### config.mk
export PLATFORM = sky130hd
export DESIGN_NAME = coef_mac_sequencer
export DESIGN_NICKNAME = d
export VERILOG_FILES = /design/src/rtl/coef_mac_sequencer.sv
export SDC_FILE = /design/constraint.sdc
export NUM_CORES = 1
export LEC_CHECK = 0
export BUFFER_PORTS_ARGS = -buffer_cell sky130_fd_sc_hd__buf_2
export CELL_PAD_IN_SITES_DETAIL_PLACEMENT = 0
export CELL_PAD_IN_SITES_GLOBAL_PLACEMENT = 2
export CORE_MARGIN = 1.5
export CORE_UTILIZATION = 45
export DETAILED_ROUTE_END_ITERATION = 7
export PLACE_DENSITY_LB_ADDON = 0.12
export SLEW_MARGIN = 10
export SYNTH_ARGS = -nofsm -noshare
export SYNTH_HDL_FRONTEND = slang
export SYNTH_SLANG_ARGS = --single-unit
export TNS_END_PERCENT = 1
### constraint.sdc
create_clock -name clk_i -period 19.59 [get_ports clk_i]
set_input_delay 5.877 -clock clk_i [delete_from_list [all_inputs] [get_ports clk_i]]
set_output_delay 5.877 -clock clk_i [all_outputs]
set_load 0.05 [all_outputs]
### src/rtl/coef_mac_sequencer.sv
// Time-multiplexed FIR controller: one 24x8 product per cycle from an external multiplier,
// accumulated over TAPS cycles and returned saturated to 32 bits over valid/ready.
module coef_mac_sequencer #(
    parameter int TAPS  = 8,
    parameter int ACC_W = 40
) (
    input  logic                     clk_i,
    input  logic                     rst_n_i,
    input  logic                     coef_we_i,
    input  logic [$clog2(TAPS)-1:0]  coef_addr_i,
    input  logic [7:0]               coef_wdata_i,
    input  logic                     in_valid_i,
    output logic                     in_ready_o,
    input  logic [23:0]              in_data_i,
    output logic [23:0]              mul_a_o,
    output logic [7:0]               mul_b_o,
    input  logic [31:0]              mul_p_i,
    output logic                     out_valid_o,
    input  logic                     out_ready_i,
    output logic [31:0]              out_data_o,
    output logic                     out_sat_o,
    output logic                     busy_o
);
    localparam int AW = $clog2(TAPS);
    localparam logic [AW-1:0] LAST_TAP = AW'(TAPS - 1);
    localparam logic signed [ACC_W-1:0] MAX_V = {{(ACC_W-31){1'b0}}, {31{1'b1}}};
    localparam logic signed [ACC_W-1:0] MIN_V = {{(ACC_W-31){1'b1}}, {31{1'b0}}};

    typedef enum logic [1:0] {IDLE, MAC, OUT} state_e;

    state_e                   state_q;
    logic [AW-1:0]            tap_q;
    logic signed [ACC_W-1:0]  acc_q;
    logic [23:0]              x_q    [TAPS];
    logic [7:0]               coef_q [TAPS];
    logic                     in_ready_q, out_valid_q, out_sat_q, busy_q;
    logic [31:0]              out_data_q;

    logic signed [ACC_W-1:0]  sum_d;
    logic [31:0]              sat_data_d;
    logic                     sat_flag_d;

    // Sum including the product of the current tap; on the last tap this is the final result.
    always_comb begin
        sum_d      = acc_q + {{(ACC_W-32){mul_p_i[31]}}, mul_p_i};
        sat_data_d = sum_d[31:0];
        sat_flag_d = 1'b0;
        if (sum_d > MAX_V) begin
            sat_data_d = 32'h7FFF_FFFF;
            sat_flag_d = 1'b1;
        end else if (sum_d < MIN_V) begin
            sat_data_d = 32'h8000_0000;
            sat_flag_d = 1'b1;
        end
    end

    always_ff @(posedge clk_i) begin
        if (!rst_n_i) begin
            state_q     <= IDLE;
            tap_q       <= '0;
            acc_q       <= '0;
            in_ready_q  <= 1'b1;
            out_valid_q <= 1'b0;
            out_data_q  <= '0;
            out_sat_q   <= 1'b0;
            busy_q      <= 1'b0;
            for (int k = 0; k < TAPS; k++) begin
                x_q[k]    <= '0;
                coef_q[k] <= '0;
            end
        end else begin
            case (state_q)
                IDLE: begin
                    // Coefficients only change here, so a transaction sees a fixed set.
                    if (coef_we_i) coef_q[coef_addr_i] <= coef_wdata_i;
                    if (in_valid_i) begin
                        x_q[0] <= in_data_i;
                        for (int k = 1; k < TAPS; k++) x_q[k] <= x_q[k-1];
                        acc_q      <= '0;
                        tap_q      <= '0;
                        state_q    <= MAC;
                        in_ready_q <= 1'b0;
                        busy_q     <= 1'b1;
                    end
                end
                MAC: begin
                    acc_q <= sum_d;
                    tap_q <= tap_q + 1'b1;
                    if (tap_q == LAST_TAP) begin
                        state_q     <= OUT;
                        out_valid_q <= 1'b1;
                        out_data_q  <= sat_data_d;
                        out_sat_q   <= sat_flag_d;
                    end
                end
                OUT: begin
                    if (out_ready_i) begin
                        state_q     <= IDLE;
                        out_valid_q <= 1'b0;
                        in_ready_q  <= 1'b1;
                        busy_q      <= 1'b0;
                    end
                end
                default: state_q <= IDLE;
            endcase
        end
    end

    assign mul_a_o     = (state_q == MAC) ? x_q[tap_q]    : '0;
    assign mul_b_o     = (state_q == MAC) ? coef_q[tap_q] : '0;
    assign in_ready_o  = in_ready_q;
    assign out_valid_o = out_valid_q;
    assign out_data_o  = out_data_q;
    assign out_sat_o   = out_sat_q;
    assign busy_o      = busy_q;
endmodule

==> impl_metrics.py, run 1 <==
metrics = {
    "setup_path": {
        "worstSetupPathType": "reg2out",
        "start_kind": "register",
        "critPathCaptureType": "output pin",
        "arrival_ns": 3.14,
        "critPathMaxFanout": 45,
        "required_ns": 13.71,
        "reg2reg_slack_ns": 15.88,
    },
    "power": {
        "power.density_nw_per_um2": 91.6,
        "p_leak_uw": 0.00732,
        "seqPwrFrac_pct": 47.9,
        "power.share.clock_pct": 39.9,
        "switchingPower_uw": 449,
        "swShare_pct": 25.6,
        "power_frac_comb_pct": 12.2,
        "max-vdd-ir-drop_uv": 69.0,
        "p_int_uw": 1310,
        "finalPower_uw": 1760,
    },
    "clock_tree": {
        "htreeDepth": 2,
        "clock_latency_ns": 0.56,
        "clockBufferDepth": 3,
        "cts_resized": 0,
        "clock_sinks": 340,
        "clkTransAtPathRegs_ns": 0.06,
        "cts_tree": "yes",
        "numCtsBuffers": 39,
        "post_cts_buffers": 0,
        "hold_buffers": 0,
        "cts_root_buf": "clkbuf_16",
    },
    "drt": {
        "drt-initial-drc-count": 622,
        "dr.pass1.iters": 5,
        "routedWlPerCell_um": 19.5,
        "drc_errors": 0,
        "antenna_left": 0,
        "vias": 11200,
        "vias_per_cell": 5.59,
        "drt_wl_total_um": 38900,
    },
    "timing": {
        "max_freq_mhz": 111,
        "totalNegativeSetupSlack_ns": 0,
        "tightest_slew_ns": 1.17,
        "timing.final.crit_share_pct": 46.0,
        "rsz0062_at_grt": "no",
        "timing.final.crit_period_ns": 9.01,
        "skew_ns": 0.0162,
        "max_slew_margin_pct": 21.0,
        "hold_violations": 0,
        "fin_ws_ns": 10.58,
        "finalSetupViolations": 0,
        "slew_viol_final": 0,
    },
    "grt": {
        "grt_pass1_wl_um": 61800,
        "busiest_layer": "met2",
        "antenna_found_initial": 6,
        "grtUsageMet2_pct": 31.6,
        "grt_pass1_vias": 11000,
        "track_usage_pct": 20.4,
        "overflow": 0,
        "grt_max_degree": 111,
        "use_met1_pct": 28.7,
        "grt_use_met3_pct": 4.72,
    },
    "floorplanning": {
        "io_pins": 140,
        "dieArea_um2": 38600,
        "design.core.area_um2": 36800,
        "die_w_um": 197,
        "num_rows": 70,
        "initial_core_util_pct": 45.8,
        "fp.dieH_um": 197,
    },
    "layout": {
        "nets": 1607,
        "drive_above_1_share_pct": 19.8,
        "syn_to_final_growth_pct": 13.7,
    },
    "logic_synthesis": {
        "netlist_instances": 1380,
        "ys_warn_count": 0,
        "synth.yosys.seq_area_share_pct": 55.6,
        "ys_seq_elements": 340,
        "avgSynthCellArea_um2": 12.2,
        "synth_nets": 1494,
        "synth_edf_count": 256,
        "synth_cell_types": 63,
        "synthFlopType": "edfxtp_1",
        "syn_area_um2": 16900,
        "async_flop_share_pct": 0,
    },
    "place": {
        "dpl_worst_slack_ns": 10.20,
        "gp_congestion": 0.819,
        "dp_hpwl_um": 24200,
        "io_buffers": 139,
    },
    "run": {
        "drv_cap": 0,
    },
    "worst_hold_path": {
        "hold_path.class": "reg2reg",
    },
    "run_status": {
        "outcome": "completed",
    },
}
==> power groups by stage <==
stage               Sequential, uW  Clock, uW  Combinational, uW
floorplan                      852          0                162
global placement               854          0                215
detailed placement             855          0                216
CTS                            841        721                217
global route                   846        749                237
finish                         840        700                214
==> state kept, by name, summed over array words and instances (netlist names), named ones only <==
| register | count |
|---|---|
| x_q | 192 |
| coef_q | 64 |
| acc_q | 40 |
| out_data_o | 32 |
| tap_q | 3 |
| state_q | 2 |
| busy_o | 1 |
| in_ready_o | 1 |
| out_sat_o | 1 |
| out_valid_o | 1 |
==> kinds of logic after synthesis <==
logic type      share of synthesized area [%]
fa+ha+maj                                3.16
flops                                    55.6
compound gates                           10.9
simple gates                             15.6
buf+inv                                  2.34
xor+xnor                                 1.96
mux                                      10.5
==> path summary, 6_finish.rpt <==
kind | start | end | cells past startpoint
setup / recovery | register | mul_a_o[11] | 5
hold / removal | out_data_o[31]$_SDFFE_PN0P_ | out_data_o[31]$_SDFFE_PN0P_ | 2
setup reg to reg | acc_q[0]$_SDFFE_PN0P_ | out_data_o[13]$_SDFFE_PN0P_ | 13
hold reg to reg | out_data_o[31]$_SDFFE_PN0P_ | out_data_o[31]$_SDFFE_PN0P_ | 2
==> cell usage in the layout, fill, tap and decap left out, types with 16 or more instances in the layout <==
cell type	netlist	routed
buf_2	3	138
nand2_1	51	50
clkbuf_1	62	16
o22ai_1	31	31
mux4_2	64	64
mux2i_1	33	33
edfxtp_1	256	256
dfxtp_1	84	81
a21oi_1	58	58
a22oi_1	39	39
o21ai_0	63	61
buf_4	0	17
and2_1	260	260
nor2_1	124	121
clkbuf_16	0	39
ha_1	41	41
o211ai_1	36	36
xnor2_1	19	19
==> cell type report <==
type	count	area, um2
repair buffers	155	818
clock buffers	60	1100
fillers	3299	17600
well taps	468	586
multi-input cells	948	7140
flip-flops and latches	340	9380
diodes	3	7.51
clock inverters	11	103
inverters	9	33.8
==> worst max-delay path, cell delays in order (launching register included) <==
cell and delay, ns:
dfxtp_4 0.62, buf_4 0.82, mux4_2 0.61, mux2i_1 0.18
nor2_1 0.06, buf_2 0.26
==> Yosys cell counts (6+ instances only) <==
library cell | n | area, um2
a22oi_1 | 39 | 293
xnor2_1 | 19 | 166
dfxtp_1 | 84 | 1680
mux2i_1 | 33 | 330
nor2_1 | 124 | 465
o211ai_1 | 36 | 270
nand4_1 | 8 | 50.1
buf_6 | 6 | 67.6
nand2_1 | 51 | 191
ha_1 | 41 | 513
nand2b_1 | 8 | 50.1
xor2_1 | 15 | 131
and2_1 | 260 | 1630
buf_1 | 11 | 41.3
nor3_1 | 12 | 60.1
o21ai_0 | 63 | 315
clkbuf_1 | 62 | 233
edfxtp_1 | 256 | 7690
mux4_2 | 64 | 1440
a21oi_1 | 58 | 290
inv_1 | 9 | 33.8
nand3_1 | 12 | 60.1
o22ai_1 | 31 | 194
==> stage by stage <==
step | cell area [um2] | cells | hold slack (ns) | utilization, %
floorplan | 16900 | 1380 | 0.459 | -
global placement | 17900 | 1920 | 0.495 | 48.8
detailed placement | 17900 | 1920 | 0.493 | 48.8
CTS | 19200 | 1991 | 0.509 | 52.1
global route | 19200 | 1993 | 0.533 | 52.1
finish | 19200 | 1994 | 0.505 | 52.1
==> layer usage <==
layer	share of wire, %	wire (um)	up-vias
met4	2.1	798	6
li1	-	-	5356
met5	0.098	38	-
met1	47	18200	5492
met3	5.4	2110	58
met2	46	17700	240
(Power assumes the default switching activity.)
==> run 2: changes to the inputs <==
CORE_UTILIZATION = 41   (was 45)
clock period = 8.52 ns   (was 19.59 ns; I/O delays follow)
==> run 2 against run 1 <==
- core utilization is 4.7 points lower
- sequential power is 130% higher
- largest power group unchanged
- sequential cell count stayed put
- cell area is 0.76% higher
- routed wire length is 2.4% higher
- first-iteration DRC count is 28% higher
- final cell count is 3.0% higher
- critical path depth stayed put
==> impl_metrics.py, run 2 (synthesized netlist as in run 1, its figures left out) <==
metrics = {
    "clock_tree": {
        "cts_root_buf": "clkbuf_16",
        "clockBufferDepth": 3,
        "numCtsBuffers": 40,
        "clkTransAtPathRegs_ns": 0.06,
        "hold_buffers": 0,
        "clock_latency_ns": 0.56,
        "cts_tree": "yes",
        "clock_sinks": 340,
        "htreeDepth": 2,
        "post_cts_buffers": 0,
        "cts_resized": 0,
    },
    "floorplanning": {
        "die_w_um": 206,
        "fp.dieH_um": 206,
        "initial_core_util_pct": 41.4,
        "design.core.area_um2": 40700,
        "io_pins": 140,
        "num_rows": 74,
        "dieArea_um2": 42300,
    },
    "timing": {
        "tightest_slew_ns": 1.14,
        "rsz0062_at_grt": "no",
        "worst_hold_slack_ns": 0.509,
        "max_freq_mhz": 173,
        "finalSetupViolations": 0,
        "skew_ns": 0.0143,
        "timing.final.crit_period_ns": 5.79,
        "totalNegativeSetupSlack_ns": 0,
        "hold_violations": 0,
        "slew_viol_final": 0,
        "timing.final.crit_share_pct": 68.0,
        "max_slew_margin_pct": 24.2,
    },
    "setup_path": {
        "start_kind": "register",
        "worstPathCellList": "buf_4 > mux4_2 > mux2i_1 > nor2_1 > buf_2",
        "worstSetupPathType": "reg2out",
        "critical-path-slowest-cell": "dfxtp_4",
        "critPathCaptureType": "output pin",
        "slowest_delay_ns": 0.93,
        "required_ns": 5.96,
        "critPathMaxFanout": 42,
        "reg2reg_slack_ns": 4.87,
        "arrival_ns": 3.24,
    },
    "drt": {
        "drc_errors": 0,
        "antenna_left": 0,
        "drt_wl_total_um": 39800,
        "routedWlPerCell_um": 19.4,
        "dr.pass1.iters": 5,
        "vias_per_cell": 5.44,
        "drt-initial-drc-count": 797,
        "vias": 11200,
    },
    "grt": {
        "grt_pass1_wl_um": 62600,
        "grt_max_degree": 108,
        "overflow": 0,
        "track_usage_pct": 19.1,
        "grt_pass1_vias": 11000,
        "antenna_found_initial": 1,
    },
    "place": {
        "placed_area_um2": 18100,
        "gp_congestion": 0.798,
        "io_buffers": 139,
        "dp_hpwl_um": 25000,
    },
    "layout": {
        "antenna_cells": 0,
        "largest-register": "x_q",
        "largest_register_ffs": 192,
        "layout_commonest_cell": "and2_1",
        "syn_to_final_growth_pct": 14.5,
        "drive_above_1_share_pct": 20.0,
        "largestRegisters": "x_q x192, coef_q x64, acc_q x40",
        "nets": 1610,
        "fillers": 3756,
        "mostFrequentLayoutCells": "260 x and2_1, 256 x edfxtp_1, 138 x buf_2",
        "postLayoutCellArea_um2": 19300,
    },
    "power": {
        "max-vdd-ir-drop_uv": 142,
        "power.density_nw_per_um2": 212,
        "p_leak_uw": 0.00735,
        "finalPower_uw": 4100,
    },
    "run_status": {
        "outcome": "completed",
    },
    "run": {
        "drv_cap": 0,
    },
    "worst_hold_path": {
        "hold_path.class": "reg2reg",
    },
}
[run 2: changes by cell type in the layout (fill, tap and decap cells not counted), moves of 2 or more]
cell       before  now
clkbuf_1       16    7
diode_2         3    0
buf_4          17   19
clkbuf_16      39   42
clkbuf_8        5    1
o21ai_1         7    5
bufinv_16       1    3
clkinv_1        1    7
o21ai_0        61   63
[run 2: metal layers]
layer | GRT usage [%] | vias up | routed length (um)
met5 | 0 | - | 17
met2 | 29.6 | 231 | 18000
met3 | 3.82 | 60 | 1880
met1 | 27.3 | 5515 | 19100
li1 | - | 5365 | -
met4 | 5.28 | 2 | 817
[run 2: power breakdown]
group | switching, uW | internal [uW] | total [uW]
registers | 53.5 | 1890 | 1940
clock network | 673 | 992 | 1670
logic | 304 | 189 | 493
total | 1030 | 3070 | 4100
[run 2: stage by stage]
stage	utilization, %	std cells	worst slack, ns
5_1_grt	47.4	2053	2.45
3_3_place_gp	44.3	1986	2.47
6_report	47.4	2053	2.73
3_5_place_dp	44.3	1986	2.45
4_1_cts	47.4	2053	2.58
2_1_floorplan	-	1380	1.08
[run 2: critical path, delay by kind of cell, from the launching register on]
kind	cells	cell delay (ns)
multiplexers	2	0.83
flip-flops	1	0.93
buffers and inverters	2	0.81
AND/OR/NAND/NOR	1	0.06
[run 2: cell type report]
class	count	area, um2	share of cell area, %
Sequential cell	340	9380	48.6
Multi-Input combinational cell	948	7140	37.0
Clock buffer	50	1090	5.65
Timing Repair Buffer	157	833	4.32
Tap cell	532	666	3.45
Clock inverter	17	166	0.862
Inverter	9	33.8	0.175
[run 2: worst paths after layout]
path | startpoint | endpoint | cells past startpoint
max reg2reg | acc_q[0]$_SDFFE_PN0P_ | out_data_o[6]$_SDFFE_PN0P_ | 13
min | acc_q[35]$_SDFFE_PN0P_ | acc_q[35]$_SDFFE_PN0P_ | 2
max | register | mul_b_o[3] | 5
min reg2reg | acc_q[35]$_SDFFE_PN0P_ | acc_q[35]$_SDFFE_PN0P_ | 2
